`config.mk`:
```
export PLATFORM = sky130hd
export DESIGN_NAME = apb_bridge_multi
export DESIGN_NICKNAME = d
export VERILOG_FILES = /design/src/rtl/apb_bridge_multi.sv
export SDC_FILE = /design/constraint.sdc
export NUM_CORES = 1
export LEC_CHECK = 0
export CORE_MARGIN = 2
export CORE_UTILIZATION = 37
export CTS_CLUSTER_SIZE = 12
export DETAILED_ROUTE_END_ITERATION = 8
export HOLD_SLACK_MARGIN = 0.06
export MAX_ROUTING_LAYER = met4
export PLACE_DENSITY = 0.8
export SLEW_MARGIN = 15
export SYNTH_ARGS = -nofsm -noshare
export SYNTH_HDL_FRONTEND = slang
export SYNTH_SLANG_ARGS = --single-unit
export TNS_END_PERCENT = 10
```
`constraint.sdc`:
```
create_clock -name pclk -period 2.19 [get_ports pclk]
set_input_delay 0.3285 -clock pclk [delete_from_list [all_inputs] [get_ports pclk]]
set_output_delay 0.3285 -clock pclk [all_outputs]
set_load 0.005 [all_outputs]
```
`src/rtl/apb_bridge_multi.sv`:
```
// APB3 master bridge: valid/ready requests to up to NUM_SLAVES peripherals,
// with one-hot address decode, wait-state support, slave errors and a stall watchdog.
module apb_bridge_multi #(
   parameter int unsigned ADDR_WIDTH = 16,
   parameter int unsigned DATA_WIDTH = 16,
   parameter int unsigned NUM_SLAVES = 4,
   parameter int unsigned TIMEOUT    = 15
) (
   input  logic                             pclk,
   input  logic                             preset_n,
   input  logic                             req_valid,
   output logic                             req_ready,
   input  logic                             req_write,
   input  logic [ADDR_WIDTH-1:0]            req_addr,
   input  logic [DATA_WIDTH-1:0]            req_wdata,
   output logic                             rsp_valid,
   output logic [DATA_WIDTH-1:0]            rsp_rdata,
   output logic                             rsp_err,
   output logic [NUM_SLAVES-1:0]            psel,
   output logic                             penable,
   output logic                             pwrite,
   output logic [ADDR_WIDTH-1:0]            paddr,
   output logic [DATA_WIDTH-1:0]            pwdata,
   input  logic [NUM_SLAVES*DATA_WIDTH-1:0] prdata,
   input  logic [NUM_SLAVES-1:0]            pready,
   input  logic [NUM_SLAVES-1:0]            pslverr
);

   localparam int unsigned SEL_BITS = $clog2(NUM_SLAVES);
   localparam int unsigned CNT_RAW  = $clog2(TIMEOUT + 1);
   localparam int unsigned CNT_W    = (CNT_RAW < 1) ? 1 : CNT_RAW;

   typedef enum logic [1:0] {
      IDLE   = 2'd0,
      SETUP  = 2'd1,
      ACCESS = 2'd2
   } state_e;

   state_e                  state_q;
   logic [CNT_W-1:0]        wait_q;
   logic [CNT_W-1:0]        wait_d;
   logic [NUM_SLAVES-1:0]   psel_q;
   logic                    penable_q;
   logic                    pwrite_q;
   logic [ADDR_WIDTH-1:0]   paddr_q;
   logic [DATA_WIDTH-1:0]   pwdata_q;
   logic                    rsp_valid_q;
   logic                    rsp_err_q;
   logic [DATA_WIDTH-1:0]   rsp_rdata_q;

   logic [SEL_BITS-1:0]     req_idx;
   logic [SEL_BITS-1:0]     cur_idx;
   logic [NUM_SLAVES-1:0]   req_onehot;
   logic                    cur_ready;
   logic                    cur_err;
   logic [DATA_WIDTH-1:0]   cur_rdata;
   logic                    timeout_hit;

   assign req_idx = req_addr[ADDR_WIDTH-1 -: SEL_BITS];
   assign cur_idx = paddr_q[ADDR_WIDTH-1 -: SEL_BITS];
   assign wait_d  = wait_q + 1'b1;

   // Only the addressed slave's ready/error/data are observed.
   always_comb begin
      req_onehot = '0;
      cur_ready  = 1'b0;
      cur_err    = 1'b0;
      cur_rdata  = '0;
      for (int unsigned i = 0; i < NUM_SLAVES; i++) begin
         req_onehot[i] = (req_idx == SEL_BITS'(i));
         if (cur_idx == SEL_BITS'(i)) begin
            cur_ready = pready[i];
            cur_err   = pslverr[i];
            cur_rdata = prdata[i*DATA_WIDTH +: DATA_WIDTH];
         end
      end
   end

   assign timeout_hit = (TIMEOUT != 0) && (wait_q == CNT_W'(TIMEOUT));

   always_ff @(posedge pclk) begin
      if (!preset_n) begin
         state_q     <= IDLE;
         wait_q      <= '0;
         psel_q      <= '0;
         penable_q   <= 1'b0;
         pwrite_q    <= 1'b0;
         paddr_q     <= '0;
         pwdata_q    <= '0;
         rsp_valid_q <= 1'b0;
         rsp_err_q   <= 1'b0;
         rsp_rdata_q <= '0;
      end else begin
         rsp_valid_q <= 1'b0;
         rsp_err_q   <= 1'b0;
         rsp_rdata_q <= '0;
         case (state_q)
            IDLE: begin
               if (req_valid) begin
                  pwrite_q <= req_write;
                  paddr_q  <= req_addr;
                  pwdata_q <= req_wdata;
                  psel_q   <= req_onehot;
                  wait_q   <= '0;
                  state_q  <= SETUP;
               end
            end
            SETUP: begin
               penable_q <= 1'b1;
               state_q   <= ACCESS;
            end
            ACCESS: begin
               if (cur_ready) begin
                  rsp_valid_q <= 1'b1;
                  rsp_err_q   <= cur_err;
                  rsp_rdata_q <= pwrite_q ? '0 : cur_rdata;
                  psel_q      <= '0;
                  penable_q   <= 1'b0;
                  state_q     <= IDLE;
               end else if (timeout_hit) begin
                  rsp_valid_q <= 1'b1;
                  rsp_err_q   <= 1'b1;
                  psel_q      <= '0;
                  penable_q   <= 1'b0;
                  state_q     <= IDLE;
               end else begin
                  wait_q <= wait_d;
               end
            end
            default: state_q <= IDLE;
         endcase
      end
   end

   assign req_ready = preset_n && (state_q == IDLE);
   assign rsp_valid = rsp_valid_q;
   assign rsp_err   = rsp_err_q;
   assign rsp_rdata = rsp_rdata_q;
   assign psel      = psel_q;
   assign penable   = penable_q;
   assign pwrite    = pwrite_q;
   assign paddr     = paddr_q;
   assign pwdata    = pwdata_q;

endmodule

```
Yosys cells after proc, flatten, opt, wreduce, memory -nomap -nowiden
Cells that the tools add are included.
{"block": "word_totals", "ff_bits": 62, "out_inout_bits": 57, "elab_cells": 70, "in_bits": 108}
{"block": "op_classes", "reduce_logical": 13, "addsub": 1, "eq_ne": 13, "muxes": 30, "bitwise_logic": 3}
{"cell": "$mux W16", "count": 4}
{"cell": "$mux W4", "count": 6}
{"cell": "$pmux W4 S2", "count": 2}
{"cell": "$mux W1", "count": 13}
{"cell": "$eq A2 B2 Y1 const B", "count": 5}
{"cell": "$reduce_and A2 Y1", "count": 4}
{"cell": "$eq A2 B1 Y1 const B", "count": 3}
{"cell": "$logic_not A2 Y1", "count": 3}
{"cell": "$mux W2", "count": 3}
{"cell": "$ne A2 B2 Y1 const B", "count": 3}
{"cell": "$pmux W2 S3", "count": 1}
{"cell": "$add A4 B1 Y4 const B", "count": 1}
{"cell": "$eq A4 B4 Y1 const B", "count": 1}
{"cell": "$reduce_and A4 Y1", "count": 1}
{"cell": "$reduce_bool A2 Y1", "count": 2}
{"cell": "$reduce_or A4 Y1", "count": 1}
{"cell": "$ne A3 B3 Y1 const B", "count": 1}
{"cell": "$not A1 Y1", "count": 3}
{"cell": "$reduce_and A3 Y1", "count": 1}
{"cell": "$pmux W1 S2", "count": 1}
{"cell": "$logic_and A1 B1 Y1", "count": 1}

Longest topological paths before layout
Gate-level depths: netlist of the first run.
{"block": "logic_depth", "word_depth": 7, "ltp_mapped": 6, "depth_no_buf": 4}

Worst setup path after synthesis of the first run
No wires, ideal clock.
{"block": "synth_timing", "path_type": "reg2reg", "startpoint": "register paddr_q[14], in the netlist paddr[14]", "endpoint": "register wait_q[2]", "n_path_buf": 1, "arrival_ps": 1649, "setup_ps": 118, "required_time_ps": 2072, "period_less_slack_ps": 1767, "stages_incl_launch_ff": 5, "slack_ps": 423, "cell_sequence": "dfxtp_1 -> buf_6 -> mux4_2 -> or3_1 -> o2111a_1"}
{"block": "synth_via", "elab_chain_len": 7, "elab_cells_between_ends": 10, "classes_between": "eq/ne: 4; mux: 4; reduce/logical: 2"}
{"element": "from (decl)", "line_no": "45", "rtl": "logic [ADDR_WIDTH-1:0] paddr_q;"}
{"element": "from (signal assigned)", "line_no": "101", "rtl": "paddr_q <= req_addr;"}
{"element": "$logic_not A2 Y1", "line_no": "71", "rtl": "if (cur_idx == SEL_BITS'(i)) begin"}
{"element": "$mux W1 (3 in a row)", "line_no": "71"}
{"element": "$mux W1 *", "line_no": "71"}
{"element": "$ne A2 B2 Y1 (no source line) *"}
{"element": "$reduce_and A4 Y1 (no source line) *"}
{"element": "to (signal assigned)", "line_no": "127", "rtl": "wait_q <= wait_d;"}
{"element": "to (decl)", "line_no": "40", "rtl": "logic [CNT_W-1:0] wait_q;"}
Every way passes the cells marked *; elsewhere a longest branch is shown, timed or not.
A chain may end at the register's enable or synchronous reset.

Worst setup path in the final report of the first run
{"block": "layout_timing", "startpoint": "input preset_n", "endpoint": "output req_ready"}
{"block": "layout_via", "elab_chain_len": 1}
{"element": "from (decl)", "line_no": "10", "rtl": "input logic preset_n,"}
{"element": "$logic_and A1 B1 Y1", "line_no": "135", "rtl": "assign req_ready = preset_n && (state_q == IDLE);"}
{"element": "to (decl)", "line_no": "12", "rtl": "output logic req_ready,"}
Every way passes these cells.

==> impl_metrics.env, run 1 <==
export IMPL_grt_pass1_wl_um=12300
export IMPL_fin_crit_sh_pct=91.8
export IMPL_netlist_area_um2=2700
export IMPL_ant_nets=0
export IMPL_drive_gt1_share_pct=10.1
export IMPL_syn_avg_cell_area_um2=10.0
export IMPL_setup_viol=0
export IMPL_synth_fp_nets=378
export IMPL_ys_seq_elements=62
export IMPL_crit_fanout=4
export IMPL_grtUsageTotal_pct=21.0
export IMPL_critPathCaptureType="output pin"
export IMPL_powerDensity_nw_per_um2=605
export IMPL_hold_class="reg2reg"
export IMPL_p_leak_uw=0.00164
export IMPL_grt_setup_unrepaired="false"
export IMPL_utilization_pct=65.2
export IMPL_maxSlewViolCount=0
export IMPL_synth_seq_area_share_pct=46.0
export IMPL_clock_fmax_ghz=0.497
export IMPL_drtIter0Drc=69
export IMPL_finalCriticalPeriod_ns=2.01
export IMPL_yosys_area_top_type_share_pct=46.0
export IMPL_hold_ws_ns=0.461
export IMPL_max_vdd_ir_drop_v=0.000346
export IMPL_cpPeakStageDelay_ns=0.56
export IMPL_grt_pass1_vias=2522
export IMPL_required_ns=1.86
export IMPL_coreArea_um2=7140
export IMPL_viasPerCell=4.83
export IMPL_synth_area_leader_cell="dfxtp_1"
export IMPL_area_delta_synth_final_pct=72.5
export IMPL_crit_path_frequent_cell="clkdlybuf4s50_1"
export IMPL_drcViolationCount=0
export IMPL_cts_hold_repair_buffers=0
export IMPL_synthCells=269
export IMPL_r2r_setup_slack_ns=0.50
export IMPL_arrival_ns=1.68
export IMPL_wirelength_um=8010
export IMPL_ios=165
export IMPL_min_path_cells=2
export IMPL_htreeDepth=3
export IMPL_max_slew_margin_pct=75.5
export IMPL_drv_cap=0
export IMPL_cts_tree="yes"
export IMPL_tightest_slew_ns=0.367
export IMPL_die_area_um2=7990
export IMPL_grt_max_degree=32
export IMPL_clk_pin_slew_ns=0.07
export IMPL_cp_num_cells=3
export IMPL_dr_pass1_iters=4
export IMPL_nFillCells=610
export IMPL_synth_area_top_cells="dfxtp_1 (46%), mux4_2 (15%), nand2_1 (9.5%), a21boi_0 (9.2%), nor2b_1 (4.2%)"
export IMPL_antenna_found_initial=0
export IMPL_clkLatencyLatePin_ns=0.34
export IMPL_ys_types=31
export IMPL_crit_buf_inv=2
export IMPL_cts_buffers=9
export IMPL_vias=2575
export IMPL_cpLargestDelayFamily="buffers and inverters"
export IMPL_path_cells="clkdlybuf4s50_1 > nor3b_1 > clkdlybuf4s50_1"
export IMPL_clock_skew_final_ns=0.0116
export IMPL_ys_warn_count=0
export IMPL_wl_per_cell_um=15.0
export IMPL_path_class="in2out"
export IMPL_place_hpwl_um=5980
export IMPL_fp_dieW_um=89.4
export IMPL_fp_row_count=31
export IMPL_cts_sinks=62
export IMPL_hold_violations=0
export IMPL_die_h_um=89.4
export IMPL_grt_overflow=0
export IMPL_cts_resized=0
export IMPL_cp_start_kind="primary input"
export IMPL_gp_congestion=0.794
export IMPL_cts_buffer_depth=2
export IMPL_crit_slowest_cell="clkdlybuf4s50_1"
export IMPL_cts_setup_buffers=0
export IMPL_portBuffers=164
export IMPL_r2r_cells=3
export IMPL_diodes=0
export IMPL_finalSetupTns_ns=0
export IMPL_outcome="completed"
export IMPL_fin_nets=539
export IMPL_initial_core_util_pct=37.8
export IMPL_ctsRootBufferMaster="clkbuf_8"
[cell families after synthesis]
| logic type | after synthesis | share of synthesized area [%] |
|---|---|---|
| buffers and inverters | 23 | 3.66 |
| and+or+nand+nor | 119 | 21.8 |
| adders and majority gates | 1 | 0.464 |
| muxes | 22 | 16.5 |
| AOI/OAI and AO/OA | 42 | 11.5 |
| DFF | 62 | 46.0 |
[cell usage in the layout, fill, tap and decap left out, types with 7 or more instances in the layout]
| cell type | count |
|---|---|
| clkbuf_8 | 12 |
| nand2_1 | 68 |
| a21boi_0 | 33 |
| nor2b_1 | 18 |
| nand3_1 | 8 |
| buf_4 | 7 |
| clkdlybuf4s50_1 | 164 |
| mux4_2 | 18 |
| dfxtp_1 | 62 |
[final cells by class]
cell class	count	area, µm²	area share (%)
Timing Repair Buffer	172	1710	36.8
Multi-Input combinational cell	184	1360	29.3
Sequential cell	62	1240	26.7
Clock buffer	12	165	3.55
Tap cell	99	124	2.66
Clock inverter	3	42.5	0.914
Inverter	1	3.75	0.0807
[power breakdown]
group / total (µW) / internal [µW] / switching, µW
registers: 1210 / 1180 / 32.8
logic: 560 / 375 / 185
clock network: 1040 / 611 / 432
[sequential cells by signal, indices dropped and copies added (netlist names)]
| name | flops |
|---|---|
| penable | 1 |
| state_q | 2 |
| rsp_err | 1 |
| pwrite | 1 |
| psel | 4 |
| rsp_valid | 1 |
| pwdata | 16 |
| wait_q | 4 |
| rsp_rdata | 16 |
| paddr | 16 |
[final timing paths]
kind | start | endpoint
max | preset_n | req_ready
min | pwdata[12] | pwdata[12]
max reg2reg | paddr[14] | wait_q[2]
min reg2reg | pwdata[12] | pwdata[12]
[cell usage after synthesis, drive strengths merged]
cell,count
and3,1
nor2b,18
nand2,68
nand3b,5
o21ai,2
a21boi,33
buf,5
o211ai,5
nand4,4
a21oi,1
inv,1
and4bb,1
nor3b,2
dfxtp,62
o2111a,1
or3,1
nor3,1
clkbuf,17
mux4,18
or3b,2
nand4b,2
or2,1
nand3,8
nor2,1
ha,1
mux2i,4
nand2b,3
nor4b,1
[stage by stage]
step / std cells / area (µm²) / power (µW) / setup slack [ns]
detailed placement: 518 / 4450 / 1800 / 0.159
global placement: 518 / 4450 / 1790 / 0.196
global route: 533 / 4650 / 2940 / 0.0990
finish: 533 / 4650 / 2820 / 0.179
floorplan: 269 / 2700 / 1450 / 0.423
CTS: 533 / 4650 / 2840 / 0.136
[per-layer routing]
layer	global-route usage [%]	wire length (µm)	vias up
li1	-	-	1264
met1	25.0	3250	1235
met2	34.9	4370	64
met3	3.32	247	12
met4	9.50	146	0
met5	-	0	-
[worst register-to-register path: stages (launching register included)]
cell and delay [ns]:
dfxtp_1 0.37, mux4_2 0.60, or3_1 0.38, o2111a_1 0.23
No activity file was read; power rests on OpenSTA's default activity.
==> run 2: changes to the inputs <==
--- a/config.mk
+++ b/config.mk
@@ -5,13 +5,15 @@
 export SDC_FILE = /design/constraint.sdc
 export NUM_CORES = 1
 export LEC_CHECK = 0
+export CAP_MARGIN = 15
 export CORE_MARGIN = 2
-export CORE_UTILIZATION = 37
+export CORE_UTILIZATION = 62
 export CTS_CLUSTER_SIZE = 12
 export DETAILED_ROUTE_END_ITERATION = 8
+export DONT_BUFFER_PORTS = 1
 export HOLD_SLACK_MARGIN = 0.06
 export MAX_ROUTING_LAYER = met4
-export PLACE_DENSITY = 0.8
+export PLACE_DENSITY = 0.78
 export SLEW_MARGIN = 15
 export SYNTH_ARGS = -nofsm -noshare
 export SYNTH_HDL_FRONTEND = slang
==> run 2 against run 1 <==
Compared with the run above:
- final area shrank 38%
- critical path depth is the same
- maximum frequency is 15% higher
- combinational power shrank 59%
- global-route usage is 4.2 points higher
- utilization increased by 5.6 points
- clock skew is 0.0048 ns lower
- die area is 39% lower
- non-clock buffer count decreased by 169
- final cell count is 41% lower
- largest cell class is now multi-input gates
==> impl_metrics.env, run 2 (same netlist as run 1, synthesis figures left out) <==
export IMPL_drv_cap=0
export IMPL_ant_nets=0
export IMPL_powerDensity_nw_per_um2=845
export IMPL_clkLatencyLatePin_ns=0.33
export IMPL_die_h_um=70.0
export IMPL_grt_overflow=0
export IMPL_power_switching_uw=561
export IMPL_cts_setup_buffers=0
export IMPL_r2r_cells=3
export IMPL_ios=165
export IMPL_utilization_pct=70.8
export IMPL_grt_pass1_wl_um=9300
export IMPL_hold_violations=0
export IMPL_layout_commonest_cell="nand2_1"
export IMPL_fin_crit_sh_pct=79.5
export IMPL_p_leak_uw=0.000999
export IMPL_path_class="reg2reg"
export IMPL_maxSlewViolCount=0
export IMPL_grt_pass1_vias=1895
export IMPL_finalSetupTns_ns=0
export IMPL_htreeDepth=3
export IMPL_vias=1903
export IMPL_ctsRootBufferMaster="clkbuf_8"
export IMPL_area_delta_synth_final_pct=7.24
export IMPL_dr_pass1_iters=4
export IMPL_crit_fanout=16
export IMPL_intPower_uw=1880
export IMPL_critPathCaptureType="flip-flop"
export IMPL_initial_core_util_pct=66.0
export IMPL_fp_row_count=23
export IMPL_clock_fmax_ghz=0.574
export IMPL_sequentialPowerShare_pct=50.2
export IMPL_coreArea_um2=4090
export IMPL_cts_buffer_depth=2
export IMPL_fp_dieW_um=70.0
export IMPL_grtUsageTotal_pct=25.2
export IMPL_drtIter0Drc=86
export IMPL_portBuffers=0
export IMPL_required_ns=2.44
export IMPL_switching_share_pct=23.0
export IMPL_power_share_combinational_pct=9.3
export IMPL_pwr_share_clk_pct=40.5
export IMPL_min_path_cells=2
export IMPL_post_place_ws_ns=0.476
export IMPL_layout_setup_ws_ns=0.449
export IMPL_setup_viol=0
export IMPL_cts_tree="yes"
export IMPL_cts_hold_repair_buffers=0
export IMPL_cts_buffers=9
export IMPL_gp_congestion=0.791
export IMPL_layout_cells_non_filler=316
export IMPL_max_vdd_ir_drop_v=0.000844
export IMPL_hold_class="in2reg"
export IMPL_grt_setup_unrepaired="false"
export IMPL_placedCellCount=300
export IMPL_fin_nets=370
export IMPL_diodes=0
export IMPL_cp_start_kind="flip-flop"
export IMPL_wirelength_um=5870
export IMPL_layout_common_cells="nand2_1 (68), dfxtp_1 (62), a21boi_0 (33)"
export IMPL_drcViolationCount=0
export IMPL_die_area_um2=4890
export IMPL_cts_sinks=62
export IMPL_viasPerCell=6.02
export IMPL_arrival_ns=1.99
export IMPL_clock_skew_final_ns=0.00679
export IMPL_tightest_slew_ns=0.911
export IMPL_drive_gt1_share_pct=14.7
export IMPL_max_slew_margin_pct=39.3
export IMPL_antenna_found_initial=0
export IMPL_clk_pin_slew_ns=0.06
export IMPL_grt_max_degree=55
export IMPL_place_hpwl_um=4280
export IMPL_wl_per_cell_um=18.6
export IMPL_cts_resized=0
export IMPL_finalCriticalPeriod_ns=1.74
export IMPL_outcome="completed"
-- run 2: layout make-up --
type                    instances  area [µm²]
clock buffers                  12         155
clock inverters                 4        45.0
fillers                       314        1190
inverters                       1        3.75
multi-input cells             184        1360
flip-flops and latches         62        1240
well taps                      50        62.6
repair buffers                  3        22.5
-- run 2: path summary, 6_finish.rpt --
path / from / to / slack, ns
worst min-delay path: req_wdata[6] / pwdata[6] / 0.13
worst max register to register: state_q[1] / rsp_rdata[12] / 0.45
worst max-delay path: state_q[1] / rsp_rdata[12] / 0.45
worst min register to register: pwdata[6] / pwdata[6] / 0.48
-- run 2: layer usage --
layer | GRT usage [%] | share of wire [%] | vias to the layer above | routed length, µm
met5 | - | 0 | - | 0
met4 | 10.5 | 1.9 | 0 | 113
met3 | 11.1 | 9.4 | 10 | 554
met2 | 40.5 | 52 | 94 | 3050
met1 | 27.3 | 37 | 880 | 2160
li1 | - | - | 919 | -
-- run 2: power groups by stage --
stage | clock network (µW) | registers [µW] | logic [µW]
2_1_floorplan | 0 | 1240 | 216
3_3_place_gp | 0 | 1250 | 224
3_5_place_dp | 0 | 1250 | 229
4_1_cts | 1000 | 1230 | 229
5_1_grt | 1050 | 1230 | 257
6_report | 990 | 1230 | 227
-- run 2: per-stage QoR --
stage / power [µW] / area, µm² / hold slack (ns)
2_1_floorplan: 1450 / 2700 / 0.458
3_3_place_gp: 1470 / 2690 / 0.471
3_5_place_dp: 1480 / 2690 / 0.476
4_1_cts: 2460 / 2890 / 0.125
5_1_grt: 2540 / 2890 / 0.120
6_report: 2440 / 2890 / 0.131
-- run 2: critical path, stage by stage (launching register included) --
cell,delay [ns]
dfxtp_1,0.49
nor2b_1,0.29
nand4b_1,0.56
nor2b_1,0.30
